===== src/rtl/cpu_pkg.sv =====
// Shared types and constants for the 16-bit RISC core control path.
package cpu_pkg;

    // Control FSM states.
    typedef enum logic [3:0] {
        RST,
        IF1,
        UPDATE_PC,
        DECODE,
        GETA,
        GETB,
        EXEC,
        EXEC_S,
        EXEC_P,
        LD_ADDR,
        MEM_RD,
        MEM_WR,
        WRITE_REG,
        HALT
    } state_t;

    // Memory command encodings.
    localparam logic [1:0] MEM_NONE  = 2'b00;
    localparam logic [1:0] MEM_READ  = 2'b01;
    localparam logic [1:0] MEM_WRITE = 2'b10;

    // Instruction class opcodes (IR[15:13]).
    localparam logic [2:0] OP_MOV  = 3'b110;
    localparam logic [2:0] OP_ALU  = 3'b101;
    localparam logic [2:0] OP_LDR  = 3'b011;
    localparam logic [2:0] OP_STR  = 3'b100;
    localparam logic [2:0] OP_HALT = 3'b111;

    // Sub-operation codes (IR[12:11]).
    localparam logic [1:0] MOV_IMM = 2'b10;
    localparam logic [1:0] MOV_REG = 2'b00;
    localparam logic [1:0] ALU_ADD = 2'b00;
    localparam logic [1:0] ALU_CMP = 2'b01;
    localparam logic [1:0] ALU_AND = 2'b10;
    localparam logic [1:0] ALU_MVN = 2'b11;
    localparam logic [1:0] MEM_OP  = 2'b00;

    // First state after DECODE for a given instruction; HALT for halt and
    // for undecodable codes (the caller distinguishes those two).
    function automatic state_t decode_target(input logic [2:0] opc, input logic [1:0] sub);
        state_t nxt;
        nxt = HALT;
        case (opc)
            OP_MOV: begin
                if (sub == MOV_IMM)      nxt = WRITE_REG;
                else if (sub == MOV_REG) nxt = GETB;
                else                     nxt = HALT;
            end
            OP_ALU:  nxt = (sub == ALU_MVN) ? GETB : GETA;
            OP_LDR:  nxt = (sub == MEM_OP) ? GETA : HALT;
            OP_STR:  nxt = (sub == MEM_OP) ? GETA : HALT;
            default: nxt = HALT;
        endcase
        return nxt;
    endfunction

    // True when {opcode, op} names a real instruction (including HALT).
    function automatic logic is_legal(input logic [2:0] opc, input logic [1:0] sub);
        return (opc == OP_HALT) || (decode_target(opc, sub) != HALT);
    endfunction

endpackage


===== src/rtl/cpu_controller.sv =====
// Multi-cycle control FSM: fetch, PC update, operand read, execute,
// writeback and data-memory access strobes for the 16-bit RISC datapath.
module cpu_controller #(
    parameter int MEM_CMD_W = 2
) (
    input  logic                 clk,
    input  logic                 reset,
    input  logic [2:0]           opcode,
    input  logic [1:0]           op,
    input  logic                 mem_ack,
    output logic                 load_ir,
    output logic                 load_pc,
    output logic                 reset_pc,
    output logic                 addr_sel,
    output logic                 load_addr,
    output logic [MEM_CMD_W-1:0] mem_cmd,
    output logic                 loada,
    output logic                 loadb,
    output logic                 loadc,
    output logic                 loads,
    output logic                 write,
    output logic                 pass_b,
    output logic                 halted,
    output logic                 illegal
);
    import cpu_pkg::*;

    state_t     state_q, state_d;
    logic       illegal_q, illegal_d;
    logic [1:0] cmd;

    // Next-state and strobe decode; strobes are Moore on state except the
    // memory-state acknowledgements, which qualify load_ir and the exit.
    always_comb begin
        state_d   = state_q;
        illegal_d = illegal_q;
        load_ir   = 1'b0;
        load_pc   = 1'b0;
        reset_pc  = 1'b0;
        addr_sel  = 1'b0;
        load_addr = 1'b0;
        cmd       = MEM_NONE;
        loada     = 1'b0;
        loadb     = 1'b0;
        loadc     = 1'b0;
        loads     = 1'b0;
        write     = 1'b0;
        pass_b    = 1'b0;
        halted    = 1'b0;

        case (state_q)
            RST: begin
                // While reset is still held the PC strobes must stay quiet.
                reset_pc = !reset;
                load_pc  = !reset;
                state_d  = IF1;
            end
            IF1: begin
                addr_sel = 1'b1;
                cmd      = MEM_READ;
                if (mem_ack) begin
                    load_ir = 1'b1;
                    state_d = UPDATE_PC;
                end
            end
            UPDATE_PC: begin
                load_pc = 1'b1;
                state_d = DECODE;
            end
            DECODE: begin
                state_d = decode_target(opcode, op);
                if (!is_legal(opcode, op)) begin
                    illegal_d = 1'b1;
                end
            end
            GETA: begin
                loada   = 1'b1;
                // Two-operand ALU ops fetch B next; LDR/STR go straight to
                // address generation from A.
                state_d = (opcode == OP_ALU) ? GETB : EXEC;
            end
            GETB: begin
                loadb = 1'b1;
                if ((opcode == OP_ALU) && (op == ALU_CMP)) begin
                    state_d = EXEC_S;
                end else if (opcode == OP_STR) begin
                    state_d = EXEC_P;
                end else begin
                    state_d = EXEC;
                end
            end
            EXEC: begin
                loadc   = 1'b1;
                state_d = ((opcode == OP_LDR) || (opcode == OP_STR)) ? LD_ADDR : WRITE_REG;
            end
            EXEC_S: begin
                loads   = 1'b1;
                state_d = IF1;
            end
            EXEC_P: begin
                // Store data travels through the ALU as 0 + B.
                loadc   = 1'b1;
                pass_b  = 1'b1;
                state_d = MEM_WR;
            end
            LD_ADDR: begin
                load_addr = 1'b1;
                // STR still needs its data operand after the address is held.
                state_d   = (opcode == OP_STR) ? GETB : MEM_RD;
            end
            MEM_RD: begin
                cmd = MEM_READ;
                if (mem_ack) begin
                    state_d = WRITE_REG;
                end
            end
            MEM_WR: begin
                cmd = MEM_WRITE;
                if (mem_ack) begin
                    state_d = IF1;
                end
            end
            WRITE_REG: begin
                write   = 1'b1;
                state_d = IF1;
            end
            HALT: begin
                halted = 1'b1;
            end
            default: begin
                state_d = RST;
            end
        endcase
    end

    assign mem_cmd = MEM_CMD_W'(cmd);
    assign illegal = illegal_q;

    // State and sticky illegal flag; reset returns to RST at once.
    always_ff @(posedge clk or posedge reset) begin
        if (reset) begin
            state_q   <= RST;
            illegal_q <= 1'b0;
        end else begin
            state_q   <= state_d;
            illegal_q <= illegal_d;
        end
    end

endmodule


===== config.mk =====
export PLATFORM = sky130hd
export DESIGN_NAME = cpu_controller
export DESIGN_NICKNAME = d
export VERILOG_FILES = /design/src/rtl/cpu_pkg.sv /design/src/rtl/cpu_controller.sv
export SDC_FILE = /design/constraint.sdc
export NUM_CORES = 1
export LEC_CHECK = 0
export CORE_MARGIN = 5
export CORE_UTILIZATION = 45
export CTS_CLUSTER_DIAMETER = 120
export DETAILED_ROUTE_END_ITERATION = 10
export PLACE_DENSITY = 0.78
export SLEW_MARGIN = 20
export SYNTH_ARGS = -nofsm -noshare
export SYNTH_HDL_FRONTEND = slang
export SYNTH_SLANG_ARGS = --single-unit

===== constraint.sdc =====
create_clock -name clk -period 2.1 [get_ports clk]
set_input_delay 0.315 -clock clk [delete_from_list [all_inputs] [get_ports clk]]
set_output_delay 0.315 -clock clk [all_outputs]
set_load 0.1 [all_outputs]

==> impl_metrics.json, run 1 <==
{
  "largest_family_of_logic_cells_by_synthesized_area": "simple AND/OR/NAND/NOR gates",
  "fp.dieH_um": 50.2,
  "globalRoute.totalOverflow": 0,
  "critPathTopFamily": "simple AND/OR/NAND/NOR gates",
  "cts_inserted_buffers": 3,
  "cp_data_required_time_ns": 1.78,
  "initial_core_utilization": 0.478,
  "cts_max_level": 1,
  "die_area_mm2": 0.00252,
  "grt_pass1_vias": 816,
  "timing.critical_path.from_type": "flop",
  "whs_ns": 0.410,
  "synth_compound_area_frac": 0.268,
  "tritoncts_num_sinks": 5,
  "setup_slack_ns": 0.261,
  "yosys_warnings": 0,
  "place_worst_setup_slack_ns": 0.157,
  "viasPerCell": 5.95,
  "post_cts_resized": 0,
  "design.final.nets": 141,
  "grt_start_max_net_pins": 19,
  "rsz0062_at_grt": "false",
  "finalMaxSlewViolations": 0,
  "ys_async_sr_fraction": 1.00,
  "fp.coreArea_mm2": 0.00152,
  "rrSetupSlack_ns": 0.53,
  "area_growth_syn_to_layout_pct": 64.6,
  "muxShareOfSynthArea": 0.0206,
  "dieWidth_um": 50.2,
  "design.portCount": 23,
  "drtIter0Drc": 21,
  "detailedRoute.firstPassIterationCount": 4,
  "antennaDiodeCount": 0,
  "critPathSlowestCell": "sky130_fd_sc_hd__dfrtp_1",
  "routabilityCongestion": 0.852,
  "slowest_delay_ns": 0.37,
  "worstReg2RegEnd": "state_q[3]",
  "synth-edff-count": 0,
  "timing.final.crit_share": 0.876,
  "place.detailed.hpwl_um": 1670,
  "final_setup_tns_ns": 0,
  "holdCritPathClass": "in -> async",
  "maxCapViolCount": 0,
  "clk_latency_ns": 0.25,
  "synth_cells": 107,
  "critical_path.endpoint": "load_ir",
  "vias": 880,
  "synth_fp_nets": 115,
  "outcome": "complete, no violations",
  "totalWireLength_um": 2180,
  "ff2ff_path_depth": 5,
  "hold_viol": 0,
  "clock_tree.root_cell": "sky130_fd_sc_hd__clkbuf_4",
  "commonest_register_cell_after_synthesis": "sky130_fd_sc_hd__dfrtp_1",
  "timing.critical_path.depth": 4,
  "layoutNonFillerInstCount": 148,
  "wire_length_of_the_first_global_routing_pass_um": 3630,
  "post_drt_wl_per_cell_um": 14.7,
  "buf_inv_stages_crit_path": 1,
  "cts_post_setup_buffers_inserted": 0,
  "netlist_area_um2": 728,
  "yosys_register_bits": 5,
  "synth_fa_ha_area_frac": 0,
  "critical_path.endpoint_type": "output pin",
  "cp_max_fo": 6,
  "std_cell_rows": 14,
  "regToRegStartpoint": "state_q[2]",
  "synth_unique_cells": 39,
  "detail-route-antenna-nets": 0,
  "report.final.setup_viol": 0,
  "maximum_number_of_buffers_from_clock_root_to_sink": 2,
  "cp_data_arrival_time_ns": 1.52,
  "tritoncts": "built",
  "relSlewSlack": 0.639,
  "worstPathCellList": "or2_2 > nor2_2 > and2_2 > buf_12",
  "finalCriticalPeriod_ns": 1.84,
  "crit_path_class": "reg -> out",
  "finClkSkew_ns": 0.00402,
  "antenna_found_initial": 0,
  "clkSlewWorstSetupHoldPaths_ns": 0.04,
  "grt_usage": 0.185,
  "post_cts_hold_buffer_count": 0,
  "syn_area_per_cell_um2": 6.81,
  "final.fill_count": 117,
  "drive_gt1_frac": 0.348,
  "tightest_slew_ns": 0.534,
  "fmax_mhz": 544,
  "drt_drc_violations_left": 0,
  "place.port_buffers": 22,
  "synth_simple_gate_area_share": 0.476,
  "proportion_of_synthesized_chip_area_in_sequential_cells": 0.172,
  "synth_xor_area_frac": 0.0120,
  "dp_cells": 144,
  "critical_path.startpoint": "state_q[3]"
}
-- layout by cell type (no fill, tap or decap), types with 6 or more instances in the layout --
master | Yosys | routed
sky130_fd_sc_hd__buf_12 | 0 | 14
sky130_fd_sc_hd__nand2_1 | 11 | 11
sky130_fd_sc_hd__nor2_2 | 0 | 10
sky130_fd_sc_hd__buf_4 | 0 | 9
sky130_fd_sc_hd__nor2_1 | 17 | 7
sky130_fd_sc_hd__nand2b_1 | 7 | 7
sky130_fd_sc_hd__clkdlybuf4s50_1 | 0 | 7
sky130_fd_sc_hd__nand3b_1 | 6 | 6
sky130_fd_sc_hd__o21ai_0 | 6 | 6
-- cell usage after synthesis, drive strengths merged, types with 2 or more instances --
cell,count,share of area
o21ai,6,0.041
nor3b,2,0.021
or2,2,0.017
nand3b,6,0.062
nor2,17,0.088
nor2b,5,0.043
nor3,2,0.014
nand2,11,0.057
a21oi,3,0.021
nand3,2,0.014
nand2b,7,0.060
a21boi,2,0.021
dfrtp,5,0.17
and2,2,0.017
clkbuf,9,0.046
o211ai,2,0.027
a31oi,2,0.017
a211o,2,0.024
-- how the worst min path moves through the flow --
stage	endpoint	depth (start not counted)	slack (ns)
3_3_place_gp	illegal	1	0.47
4_1_cts	state_q[2]	3	0.41
6_report	state_q[2]	3	0.41
5_1_grt	state_q[2]	3	0.46
3_5_place_dp	illegal	1	0.49
2_1_floorplan	illegal	1	0.10
-- worst min-delay path, stage by stage --
cell and delay [ns]:
sky130_fd_sc_hd__clkdlybuf4s50_1 0.44, sky130_fd_sc_hd__inv_1 0.09, sky130_fd_sc_hd__buf_4 0.15
-- registers in the layout (all words and copies together), names as in the netlist --
name	cells
state_q	4
illegal	1
-- cell type report --
class | instances | area (um^2) | area share
clock buffers | 4 | 26.3 | 0.0219
inverters | 1 | 3.75 | 0.00313
multi-input cells | 92 | 606 | 0.505
flip-flops and latches | 5 | 125 | 0.104
well taps | 16 | 20.0 | 0.0167
repair buffers | 30 | 418 | 0.349
-- cell families (layout without fill, tap and decap cells) --
logic type / Yosys count / count (layout)
simple gates: 63 / 63
compound gates: 27 / 27
buf+inv: 10 / 35
flops: 5 / 5
xor+xnor: 1 / 1
mux: 1 / 1
-- layer usage --
metal	share of wire	global-route usage
met5	0	0
met4	0.049	0.135
met3	0.048	0.00888
met2	0.51	0.328
met1	0.39	0.204
-- stage by stage --
step / instance area, um^2 / util
after floorplan: 768 / -
after global placement: 1170 / 0.769
after detailed placement: 1170 / 0.769
after CTS: 1200 / 0.787
after global routing: 1200 / 0.787
final: 1200 / 0.787
Power of run 1 is not shown: default switching activity piles up to over one toggle a cycle in this logic, so the estimate is an artifact.
==> run 2: changes to the inputs <==
--- a/config.mk
+++ b/config.mk
@@ -5,11 +5,12 @@
 export SDC_FILE = /design/constraint.sdc
 export NUM_CORES = 1
 export LEC_CHECK = 0
+export ABC_AREA = 1
 export CORE_MARGIN = 5
-export CORE_UTILIZATION = 45
+export CORE_UTILIZATION = 42
 export CTS_CLUSTER_DIAMETER = 120
 export DETAILED_ROUTE_END_ITERATION = 10
-export PLACE_DENSITY = 0.78
+export PLACE_DENSITY = 0.77
 export SLEW_MARGIN = 20
 export SYNTH_ARGS = -nofsm -noshare
 export SYNTH_HDL_FRONTEND = slang
==> impl_metrics.json, run 2 <==
{
  "outcome": "complete, no violations",
  "grt_usage": 0.177,
  "post_cts_resized": 0,
  "cts_post_setup_buffers_inserted": 0,
  "worstReg2RegEnd": "state_q[2]",
  "maximum_number_of_buffers_from_clock_root_to_sink": 2,
  "grt_start_max_net_pins": 8,
  "antenna_found_initial": 0,
  "area_growth_syn_to_layout_pct": 72.2,
  "synth_unique_cells": 18,
  "synth.area.top_cells": "sky130_fd_sc_hd__nand2_1 (24%), sky130_fd_sc_hd__dfrtp_1 (21%), sky130_fd_sc_hd__inv_1 (15%)",
  "crit_path_class": "reg -> out",
  "worst_path_most_repeated_cell": "sky130_fd_sc_hd__nand2_1",
  "yosysTopAreaCellShare": 0.241,
  "drive_gt1_frac": 0.252,
  "ys_async_sr_fraction": 1.00,
  "post_drt_wl_per_cell_um": 11.3,
  "largest_reg_flops": 4,
  "largest-register": "state_q",
  "synth_cells": 117,
  "design.portCount": 23,
  "critical_path.startpoint": "state_q[3]",
  "yosys_register_bits": 5,
  "tightest_slew_ns": 0.307,
  "synth-edff-count": 0,
  "cts_inserted_buffers": 3,
  "final_setup_tns_ns": 0,
  "grt_pass1_vias": 698,
  "most_common_cell_in_the_synthesized_netlist": "sky130_fd_sc_hd__nand2_1",
  "drtIter0Drc": 28,
  "ff2ff_path_depth": 10,
  "timing.critical_path.from_type": "flop",
  "totalWireLength_um": 1790,
  "syn_area_per_cell_um2": 5.19,
  "globalRoute.totalOverflow": 0,
  "most_common_cell_after_layout_fill_and_taps_aside": "sky130_fd_sc_hd__nand2_1",
  "detailedRoute.firstPassIterationCount": 4,
  "critical_path.endpoint": "loadc",
  "critical_path.endpoint_type": "output pin",
  "clkSlewWorstSetupHoldPaths_ns": 0.05,
  "drt_drc_violations_left": 0,
  "design.final.nets": 152,
  "die_area_mm2": 0.00230,
  "cp_data_required_time_ns": 1.78,
  "worstPathCellList": "nor2_1 > nand2_1 > nand2_1 > buf_12",
  "synth.cells.most_frequent": "sky130_fd_sc_hd__nand2_1 (39), sky130_fd_sc_hd__inv_1 (25), sky130_fd_sc_hd__nor2_1 (17), sky130_fd_sc_hd__nand3_1 (8), sky130_fd_sc_hd__dfrtp_1 (5)",
  "clk_latency_ns": 0.25,
  "slowest_delay_ns": 0.46,
  "cp_data_arrival_time_ns": 1.51,
  "routabilityCongestion": 0.799,
  "synth_fp_nets": 125,
  "relSlewSlack": 0.795,
  "rrSetupSlack_ns": 0.62,
  "place.port_buffers": 22,
  "finalCriticalPeriod_ns": 1.83,
  "finalMaxSlewViolations": 0,
  "layout.cells.most_common_list": "sky130_fd_sc_hd__nand2_1 (39), sky130_fd_sc_hd__inv_1 (25), sky130_fd_sc_hd__buf_12 (14)",
  "cts_max_level": 1,
  "finClkSkew_ns": 0.00710,
  "hold_viol": 0,
  "std_cell_rows": 13,
  "fp.coreArea_mm2": 0.00133,
  "viasPerCell": 5.06,
  "regToRegStartpoint": "state_q[3]",
  "maxCapViolCount": 0,
  "rsz0062_at_grt": "false",
  "tritoncts": "built",
  "fmax_mhz": 548,
  "final.fill_count": 97,
  "detail-route-antenna-nets": 0,
  "place.detailed.hpwl_um": 1510,
  "holdCritPathClass": "in -> async",
  "commonest_register_cell_after_synthesis": "sky130_fd_sc_hd__dfrtp_1",
  "netlist_area_um2": 607,
  "fp.dieH_um": 48.0,
  "proportion_of_synthesized_chip_area_in_sequential_cells": 0.206,
  "wire_length_of_the_first_global_routing_pass_um": 2840,
  "critPathSlowestCell": "sky130_fd_sc_hd__dfrtp_1",
  "initial_core_utilization": 0.455,
  "tritoncts_num_sinks": 5,
  "antennaDiodeCount": 0,
  "report.final.setup_viol": 0,
  "vias": 800,
  "post_cts_hold_buffer_count": 0,
  "post-synth-top-area-cell": "sky130_fd_sc_hd__nand2_1",
  "yosys_warnings": 0,
  "cp_max_fo": 6,
  "timing.final.crit_share": 0.869,
  "clock_tree.root_cell": "sky130_fd_sc_hd__clkbuf_4",
  "dieWidth_um": 48.0
}
[run 2: cells by family (layout without fill, tap and decap cells)]
group	after synthesis	in the layout	share of synthesized area
buffers and inverters	28	54	0.173
AO/OA/AOI/OAI	10	10	0.107
flip-flops	5	5	0.206
AND/OR/NAND/NOR	74	74	0.513
[run 2: critical path, delay by kind of cell (launching register included)]
| family | cells | cell delay [ns] |
|---|---|---|
| AND/OR/NAND/NOR | 3 | 0.61 |
| buffers and inverters | 1 | 0.19 |
| flip-flops | 1 | 0.46 |
[run 2: worst min-delay path by stage]
stage	start	to	slack [ns]	depth (start not counted)
detailed placement	illegal	illegal	0.47	1
CTS	reset	state_q[0]	0.36	2
floorplan	reset	illegal	0.09	1
finish	reset	state_q[2]	0.36	2
global placement	illegal	illegal	0.47	1
global route	reset	state_q[0]	0.37	2
[run 2: cell type report]
class | count | area, um^2 | area share
multi-input cells | 84 | 412 | 0.394
repair buffers | 22 | 358 | 0.343
flip-flops and latches | 5 | 125 | 0.120
clock buffers | 4 | 26.3 | 0.0251
well taps | 15 | 18.8 | 0.0180
inverters | 28 | 105 | 0.101
[run 2: through the flow]
stage	setup slack, ns	instance area, um^2	util	std cells	hold WS [ns]
2_1_floorplan	-0.113	642	-	117	0.0935
3_3_place_gp	0.468	1020	0.764	154	0.465
3_5_place_dp	0.410	1020	0.764	154	0.469
4_1_cts	0.284	1040	0.783	158	0.362
5_1_grt	0.127	1040	0.783	158	0.375
6_report	0.275	1040	0.783	158	0.358
[run 2: per-layer routing]
layer	vias up	wire (um)	global-route usage
met5	-	0	0
met4	0	34	0.0968
met3	6	94	0.0226
met2	34	912	0.296
met1	356	750	0.219
li1	404	-	-
Power of run 2 is left out for the same reason.
